**src/rtl/iob_cache_rp_pkg.sv**
```systemverilog
// Shared encodings and helpers for the cache replacement-policy unit.
package iob_cache_rp_pkg;

  localparam logic [1:0] LRU       = 2'd0;
  localparam logic [1:0] PLRU_MRU  = 2'd1;
  localparam logic [1:0] PLRU_TREE = 2'd2;
  localparam logic [1:0] RANDOM    = 2'd3;

  typedef enum logic {
    INIT = 1'b0,
    IDLE = 1'b1
  } rp_fsm_e;

  localparam int unsigned LFSR_W    = 16;
  localparam logic [15:0] LFSR_TAPS = 16'hB400;  // bits 15, 13, 12, 10

  // Per-set state is sized for LRU, the widest policy.
  function automatic int unsigned state_w(input int unsigned n_ways);
    return n_ways * $clog2(n_ways);
  endfunction

  function automatic logic [LFSR_W-1:0] lfsr_next(input logic [LFSR_W-1:0] l);
    return {l[LFSR_W-2:0], ^(l & LFSR_TAPS)};
  endfunction

  function automatic int unsigned onehot_to_bin(input logic [31:0] oh);
    int unsigned idx;
    idx = 0;
    for (int unsigned i = 32; i > 0; i--) begin
      if (1'(oh >> (i - 1))) idx = i - 1;
    end
    return idx;
  endfunction

endpackage

```
**src/rtl/replacement_policy_unit_rp_next_state.sv**
```systemverilog
// Combinational policy kernel: next per-set state after a hit, and victim of the old state.
module rp_next_state
  import iob_cache_rp_pkg::*;
#(
  parameter int unsigned N_WAYS  = 4,
  parameter int unsigned NWAY_W  = $clog2(N_WAYS),
  parameter int unsigned STATE_W = N_WAYS * NWAY_W
) (
  input  logic [1:0]         policy_i,
  input  logic [STATE_W-1:0] old_state_i,
  input  logic [N_WAYS-1:0]  hit_i,
  output logic [STATE_W-1:0] new_state_o,
  output logic [N_WAYS-1:0]  victim_o
);

  always_comb begin
    int unsigned h;
    int unsigned node;
    int unsigned unode;
    logic              found;
    logic [NWAY_W-1:0] h_rank;
    logic [NWAY_W-1:0] rank;
    logic [N_WAYS-1:0] mru;
    new_state_o = old_state_i;
    victim_o    = '0;
    h           = 0;
    node        = 1;
    unode       = 0;
    found       = 1'b0;
    h_rank      = '0;
    rank        = '0;
    mru         = '0;
    for (int unsigned i = N_WAYS; i > 0; i--) begin
      if (1'(hit_i >> (i - 1))) h = i - 1;
    end
    case (policy_i)
      LRU: begin
        h_rank = NWAY_W'(old_state_i >> (h * NWAY_W));
        for (int unsigned i = 0; i < N_WAYS; i++) begin
          rank = NWAY_W'(old_state_i >> (i * NWAY_W));
          if (rank == '0 && !found) begin
            victim_o = N_WAYS'(1) << i;
            found    = 1'b1;
          end
          if (i == h) rank = NWAY_W'(N_WAYS - 1);
          else if (rank > h_rank) rank = rank - NWAY_W'(1);
          new_state_o = (new_state_o & ~(STATE_W'({NWAY_W{1'b1}}) << (i * NWAY_W)))
                      | (STATE_W'(rank) << (i * NWAY_W));
        end
        if (!found) victim_o = N_WAYS'(1);
      end
      PLRU_MRU: begin
        mru = N_WAYS'(old_state_i) | hit_i;
        new_state_o[N_WAYS-1:0] = (&mru) ? hit_i : mru;
        for (int unsigned i = 0; i < N_WAYS; i++) begin
          if (!1'(old_state_i >> i) && !found) begin
            victim_o = N_WAYS'(1) << i;
            found    = 1'b1;
          end
        end
        if (!found) victim_o = N_WAYS'(1);
      end
      PLRU_TREE: begin
        // Node k lives at bit k (heap order, bit 0 unused); 1 points to the upper half.
        for (int unsigned lvl = 0; lvl < NWAY_W; lvl++) begin
          if (1'(old_state_i >> node)) node = 2 * node + 1;
          else node = 2 * node;
        end
        victim_o = N_WAYS'(1) << (node - N_WAYS);
        for (int unsigned lvl = 0; lvl < NWAY_W; lvl++) begin
          unode = (h + N_WAYS) >> (NWAY_W - lvl);
          if (1'(h >> (NWAY_W - 1 - lvl))) new_state_o = new_state_o & ~(STATE_W'(1) << unode);
          else new_state_o = new_state_o | (STATE_W'(1) << unode);
        end
      end
      default: ;
    endcase
  end

endmodule

```
**src/rtl/replacement_policy_unit.sv**
```systemverilog
// Run-time selectable victim-way selector with per-set state, lookup/update ports and init sweep.
module replacement_policy_unit
  import iob_cache_rp_pkg::*;
#(
  parameter int unsigned N_WAYS     = 4,
  parameter int unsigned LINE_OFF_W = 7,
  parameter int unsigned NWAY_W     = $clog2(N_WAYS),
  parameter int unsigned STATE_W    = state_w(N_WAYS),
  parameter logic [15:0] LFSR_SEED  = 16'hACE1
) (
  input  logic                  clk,
  input  logic                  reset,
  input  logic [1:0]            policy_sel,
  input  logic                  flush,
  output logic                  busy,
  input  logic                  req_valid,
  output logic                  req_ready,
  input  logic [LINE_OFF_W-1:0] req_addr,
  output logic                  rsp_valid,
  output logic [N_WAYS-1:0]     way_select,
  output logic [NWAY_W-1:0]     way_select_bin,
  input  logic                  upd_valid,
  input  logic [LINE_OFF_W-1:0] upd_addr,
  input  logic [N_WAYS-1:0]     upd_way_hit
);

  localparam int unsigned N_SETS = 2 ** LINE_OFF_W;

  rp_fsm_e               state_q, state_d;
  logic [LINE_OFF_W-1:0] cnt_q, cnt_d;
  logic [1:0]            policy_q, policy_d;
  logic [LFSR_W-1:0]     lfsr_q, lfsr_d;
  logic                  busy_q, busy_d;
  logic                  rsp_q, rsp_d;
  logic [N_WAYS-1:0]     way_q, way_d;
  logic [NWAY_W-1:0]     bin_q, bin_d;
  logic [STATE_W-1:0]    mem_q [N_SETS];

  logic [1:0]            eff_policy_c;
  logic                  accept_c;
  logic                  upd_we_c;
  logic [N_WAYS-1:0]     hit_lsb_c;
  logic [STATE_W-1:0]    upd_new_c;
  logic [N_WAYS-1:0]     upd_victim_c;
  logic [STATE_W-1:0]    lk_state_c;
  logic [STATE_W-1:0]    lk_new_c;
  logic [N_WAYS-1:0]     lk_victim_c;
  logic [N_WAYS-1:0]     victim_c;
  logic [STATE_W-1:0]    init_val_c;
  logic                  unused_ok_c;

  // The first sweep cycle latches the requested policy.
  assign eff_policy_c = (state_q == INIT && cnt_q == '0) ? policy_sel : policy_q;
  assign accept_c     = req_valid && !busy_q;
  assign upd_we_c     = (state_q == IDLE) && upd_valid && (|upd_way_hit);
  assign hit_lsb_c    = upd_way_hit & (~upd_way_hit + N_WAYS'(1));

  rp_next_state #(.N_WAYS(N_WAYS), .NWAY_W(NWAY_W), .STATE_W(STATE_W)) u_upd (
    .policy_i    (policy_q),
    .old_state_i (mem_q[upd_addr]),
    .hit_i       (hit_lsb_c),
    .new_state_o (upd_new_c),
    .victim_o    (upd_victim_c)
  );

  // A same-cycle update to the looked-up set is forwarded into the decode.
  assign lk_state_c = (upd_we_c && upd_addr == req_addr) ? upd_new_c : mem_q[req_addr];

  rp_next_state #(.N_WAYS(N_WAYS), .NWAY_W(NWAY_W), .STATE_W(STATE_W)) u_lookup (
    .policy_i    (policy_q),
    .old_state_i (lk_state_c),
    .hit_i       ('0),
    .new_state_o (lk_new_c),
    .victim_o    (lk_victim_c)
  );

  assign victim_c    = (policy_q == RANDOM) ? (N_WAYS'(1) << lfsr_q[NWAY_W-1:0]) : lk_victim_c;
  assign unused_ok_c = ^{lk_new_c, upd_victim_c};

  always_comb begin
    init_val_c = '0;
    if (eff_policy_c == LRU) begin
      for (int unsigned i = 0; i < N_WAYS; i++) begin
        init_val_c = init_val_c | (STATE_W'(i) << (i * NWAY_W));
      end
    end
  end

  always_comb begin
    state_d  = state_q;
    cnt_d    = cnt_q;
    policy_d = eff_policy_c;
    lfsr_d   = lfsr_q;
    rsp_d    = 1'b0;
    way_d    = way_q;
    bin_d    = bin_q;
    case (state_q)
      INIT: begin
        cnt_d = cnt_q + LINE_OFF_W'(1);
        if (flush) cnt_d = '0;
        else if (cnt_q == LINE_OFF_W'(N_SETS - 1)) state_d = IDLE;
      end
      IDLE: begin
        if (flush || policy_sel != policy_q) begin
          state_d = INIT;
          cnt_d   = '0;
        end
      end
      default: state_d = INIT;
    endcase
    busy_d = (state_d == INIT);
    if (accept_c) begin
      rsp_d = 1'b1;
      way_d = victim_c;
      bin_d = NWAY_W'(onehot_to_bin(32'(victim_c)));
      if (policy_q == RANDOM) lfsr_d = lfsr_next(lfsr_q);
    end
  end

  always_ff @(posedge clk or negedge reset) begin
    if (!reset) begin
      state_q  <= INIT;
      cnt_q    <= '0;
      policy_q <= LRU;
      lfsr_q   <= LFSR_SEED;
      busy_q   <= 1'b1;
      rsp_q    <= 1'b0;
      way_q    <= '0;
      bin_q    <= '0;
    end else begin
      state_q  <= state_d;
      cnt_q    <= cnt_d;
      policy_q <= policy_d;
      lfsr_q   <= lfsr_d;
      busy_q   <= busy_d;
      rsp_q    <= rsp_d;
      way_q    <= way_d;
      bin_q    <= bin_d;
    end
  end

  // Policy state array: defined by the sweep, so it carries no reset.
  always_ff @(posedge clk) begin
    if (state_q == INIT) mem_q[cnt_q] <= init_val_c;
    else if (upd_we_c) mem_q[upd_addr] <= upd_new_c;
  end

  assign busy           = busy_q;
  assign req_ready      = ~busy_q;
  assign rsp_valid      = rsp_q;
  assign way_select     = way_q;
  assign way_select_bin = bin_q;

endmodule

```
**config.mk**
```make
export PLATFORM = sky130hd
export DESIGN_NAME = replacement_policy_unit
export DESIGN_NICKNAME = d
export VERILOG_FILES = /design/src/rtl/iob_cache_rp_pkg.sv /design/src/rtl/replacement_policy_unit_rp_next_state.sv /design/src/rtl/replacement_policy_unit.sv
export SDC_FILE = /design/constraint.sdc
export NUM_CORES = 1
export LEC_CHECK = 0
export CORE_MARGIN = 3
export CORE_UTILIZATION = 45
export DETAILED_ROUTE_END_ITERATION = 10
export MAX_ROUTING_LAYER = met4
export PLACE_DENSITY = 0.71
export SLEW_MARGIN = 10
export SYNTH_ARGS = -nofsm -noshare
export SYNTH_HDL_FRONTEND = slang
export SYNTH_SLANG_ARGS = --single-unit
```
**constraint.sdc**
```tcl
create_clock -name clk -period 11.5 [get_ports clk]
set_input_delay 1.725 -clock clk [delete_from_list [all_inputs] [get_ports clk]]
set_output_delay 1.725 -clock clk [all_outputs]
set_load 0.005 [all_outputs]
```
==> run summary <==
WHS -> 0.492 ns
FF/Latch Area -> 31600 um^2
synthesized instance count -> 3054
grt total ovfl -> 0
CP dominant cell by count -> o311ai_0
biggest cell delay along the critical path -> 0.77 ns
Reg-to-Reg End -> way_select_bin[0]$_DFFE_PN0P_
Non-Filler Cell Area, Final -> 55300 um^2
Max clock buf depth -> 3
Via density -> 6.87
pin count of the biggest net entering global routing -> 153
crit-path max FO -> 85
Main synth FF type -> edfxtp_1
Worst Clk Skew -> 0.0483 ns
Final Cycle Share -> 0.705
endpoints failing setup -> 0
Area Growth Syn to Fin -> 11.0%
vias in the first global route -> 30.5k
crit-path cells -> buf_8 -> buf_12 -> mux4_1 -> mux4_2 -> o22ai_1 -> nor3_1 -> or4_1 -> a221oi_1 -> ha_1 -> nor2b_1 -> o21ai_0 -> a41oi_1 -> o311ai_0 -> o21ai_1 -> o311ai_1 -> a211o_1 -> o311ai_0 -> or4_4 -> a32oi_1
initial antenna violation count -> 6
overall power -> 0.00884 W
Syn Nets -> 3089
Synth Cell Area -> 49800 um^2
worst skew pair latency -> 0.72 ns
DP Wirelength -> 109000 um
# resized after CTS -> 0
Worst Path Arrival -> 8.70 ns
switching pwr -> 0.00212 W
HP Class -> flip-flop to flip-flop
Crit Path Category -> input pin to flip-flop
Final #Nets -> 3104
Post-synth EDFFs -> 1024
Avg Synthesized Cell Area -> 16.3 um^2
synth unique cells -> 90
combinational share of power -> 0.097
Register-to-Register Path Depth -> 17
H-tree depth -> 3
PwrDens -> 160 nW/um^2
VDD IR-drop max -> 138 uV
area occupied by multi-input gates -> 17100 um^2
yosys warns -> 0
I/O pin count -> 34
Worst Tran Pin Value -> 1.48 ns
clock slew at reported path FFs -> 0.05 ns
Sw Share -> 0.240
Hold Path Depth -> 2
drt initial violations -> 5133
die area -> 115000 um^2
FILL cells -> 8858
post-synthesis register bit count -> 1058
postcts setup bufs -> 0
total CTS buffers -> 108
Async SR Flop Fraction -> 0.0321
Placer Congestion -> 1.07
Reg2Reg Launch Point -> mem_q[77][3]$_DFFE_PP_
critical path capture point type -> flip-flop
Initial Utilization -> 0.456
Die H -> 339 um
TritonCTS Sinks -> 1058
first-pass GRT wire length -> 228000 um
Hold Startpoint -> way_select[3]$_DFFE_PN0P_
FMAX -> 123 MHz
Post-CTS Hold Buffers -> 0
most frequent cells in the layout -> edfxtp_1 (1024), mux4_2 (339), nor2_1 (251)
commonest non-fill, non-tap cell in the layout -> edfxtp_1
vias -> 31.9k
Die W -> 339 um
layout cell share with drive strength beyond 1 -> 0.219
Final Hold Vio Count -> 0
worst path required time -> 12.09 ns
final antenna-violating net count -> 0
Detailed Route WL -> 162000 um
failing checks -> max-capacitance violations
Port Buffers -> 33
Hold EP -> way_select[3]$_DFFE_PN0P_
Sequential Power Share -> 0.492
Leak -> 17.9 nW
Clk pwr share -> 0.410
startpoint types -> input pin
CTS tree -> yes
Cell Rows -> 121
Placeable Area -> 109000 um^2
min Tclk post-route -> 8.11 ns
Pre-antenna DRT Iters -> 7
placement-stage cell area -> 51700 um^2
Final Slew Violations -> 0
root buffer cell -> clkbuf_16
reg-to-reg slack, setup -> 5.17 ns
Residual DRC -> 0
gr usage total -> 0.286
CP max-delay cell -> or4_1
internal power of the cells -> 0.00672 W
Wirelength per Cell -> 34.8 um
RSZ-0062 raised after global routing -> false
status -> complete, but fails checks
sequential fraction of the synthesis area -> 0.634
setup tns final -> 0 ns
Max-Slew Margin vs Limit -> 0.00681
max cap viols -> 1
cell families (layout without fill, tap and decap cells):
family                     count (synthesis)  count (layout)  synth area share
AOI/OAI and AO/OA                        456             456            0.0655
xor gates and xnor gates                  17              17           0.00299
buffers and inverters                    236             340            0.0246
muxes                                    561             561             0.200
and+or+nand+nor                          716             716            0.0703
other                                      0               6                 0
DFF                                     1058            1058             0.634
adders and majority gates                 10              10           0.00251
sequential cells by signal, indices dropped and copies added (netlist names):
signal          cells
cnt_q               7
way_select_bin      2
lfsr_q             16
state_q             1
mem_q            1024
way_select          4
rsp_valid           1
busy                1
policy_q            2
synth_stat cells (35+ instances only):
cell type | number | area share
a211oi_1 | 65 | 0.0098
nand3_1 | 49 | 0.0049
a21oi_1 | 86 | 0.0086
edfxtp_1 | 1024 | 0.62
a22oi_1 | 89 | 0.013
buf_2 | 45 | 0.0045
buf_4 | 35 | 0.0053
nor3_1 | 127 | 0.013
mux4_2 | 339 | 0.15
mux2i_1 | 190 | 0.038
nor2_1 | 254 | 0.019
nand2_1 | 103 | 0.0078
o311ai_0 | 37 | 0.0065
clkbuf_1 | 91 | 0.0069
per-layer routing:
| metal | vias to the layer above | share of wire | GRT usage |
|---|---|---|---|
| li1 | 12700 | - | - |
| met1 | 16300 | 0.36 | 0.377 |
| met2 | 2487 | 0.43 | 0.396 |
| met3 | 457 | 0.15 | 0.102 |
| met4 | 0 | 0.060 | 0.134 |
| met5 | - | 0 | - |
worst max-delay path by stage:
| stage | startpoint | endpoint | slack, ns | depth (start not counted) |
|---|---|---|---|---|
| 4_1_cts | upd_addr[1] | way_select_bin[0]$_DFFE_PN0P_ | 3.58 | 19 |
| 6_report | upd_addr[1] | way_select_bin[0]$_DFFE_PN0P_ | 3.39 | 19 |
| 3_5_place_dp | upd_addr[1] | way_select_bin[0]$_DFFE_PN0P_ | 2.86 | 19 |
| 2_1_floorplan | upd_addr[1] | mem_q[0][1]$_DFFE_PP_ | 1.28 | 22 |
| 3_3_place_gp | upd_addr[1] | way_select_bin[0]$_DFFE_PN0P_ | 2.97 | 19 |
| 5_1_grt | upd_addr[0] | way_select_bin[0]$_DFFE_PN0P_ | 3.03 | 19 |
stage by stage:
step                instances   util  setup WS (ns)
finish                   4640  0.506           3.39
detailed placement       4435  0.473           2.86
global placement         4435  0.473           2.97
CTS                      4634  0.506           3.58
floorplan                3054      -           1.28
global route             4639  0.506           3.03
power groups by stage:
stage / Combinational (W) / Sequential (W) / Clock, W
6_report: 0.000859 / 0.00435 / 0.00363
5_1_grt: 0.000887 / 0.00435 / 0.00380
4_1_cts: 0.000827 / 0.00435 / 0.00364
3_5_place_dp: 0.000826 / 0.00443 / 0
3_3_place_gp: 0.000821 / 0.00443 / 0
2_1_floorplan: 0.000502 / 0.00445 / 0
worst max-delay path, delay by kind of cell:
family          cells  cell delay, ns
compound gates     10            2.69
simple gates        4            1.76
buf+inv             2            1.05
fa+ha+maj           1            0.35
mux                 2            0.90
cell type report:
class,instances,share of cell area
Antenna cell,6,0.000271
Clock buffer,138,0.0535
Clock inverter,61,0.0125
Inverter,27,0.00183
Multi-Input combinational cell,1760,0.309
Sequential cell,1058,0.571
Tap cell,1476,0.0334
Timing Repair Buffer,114,0.0181
Power figures use the tool's default switching activity.
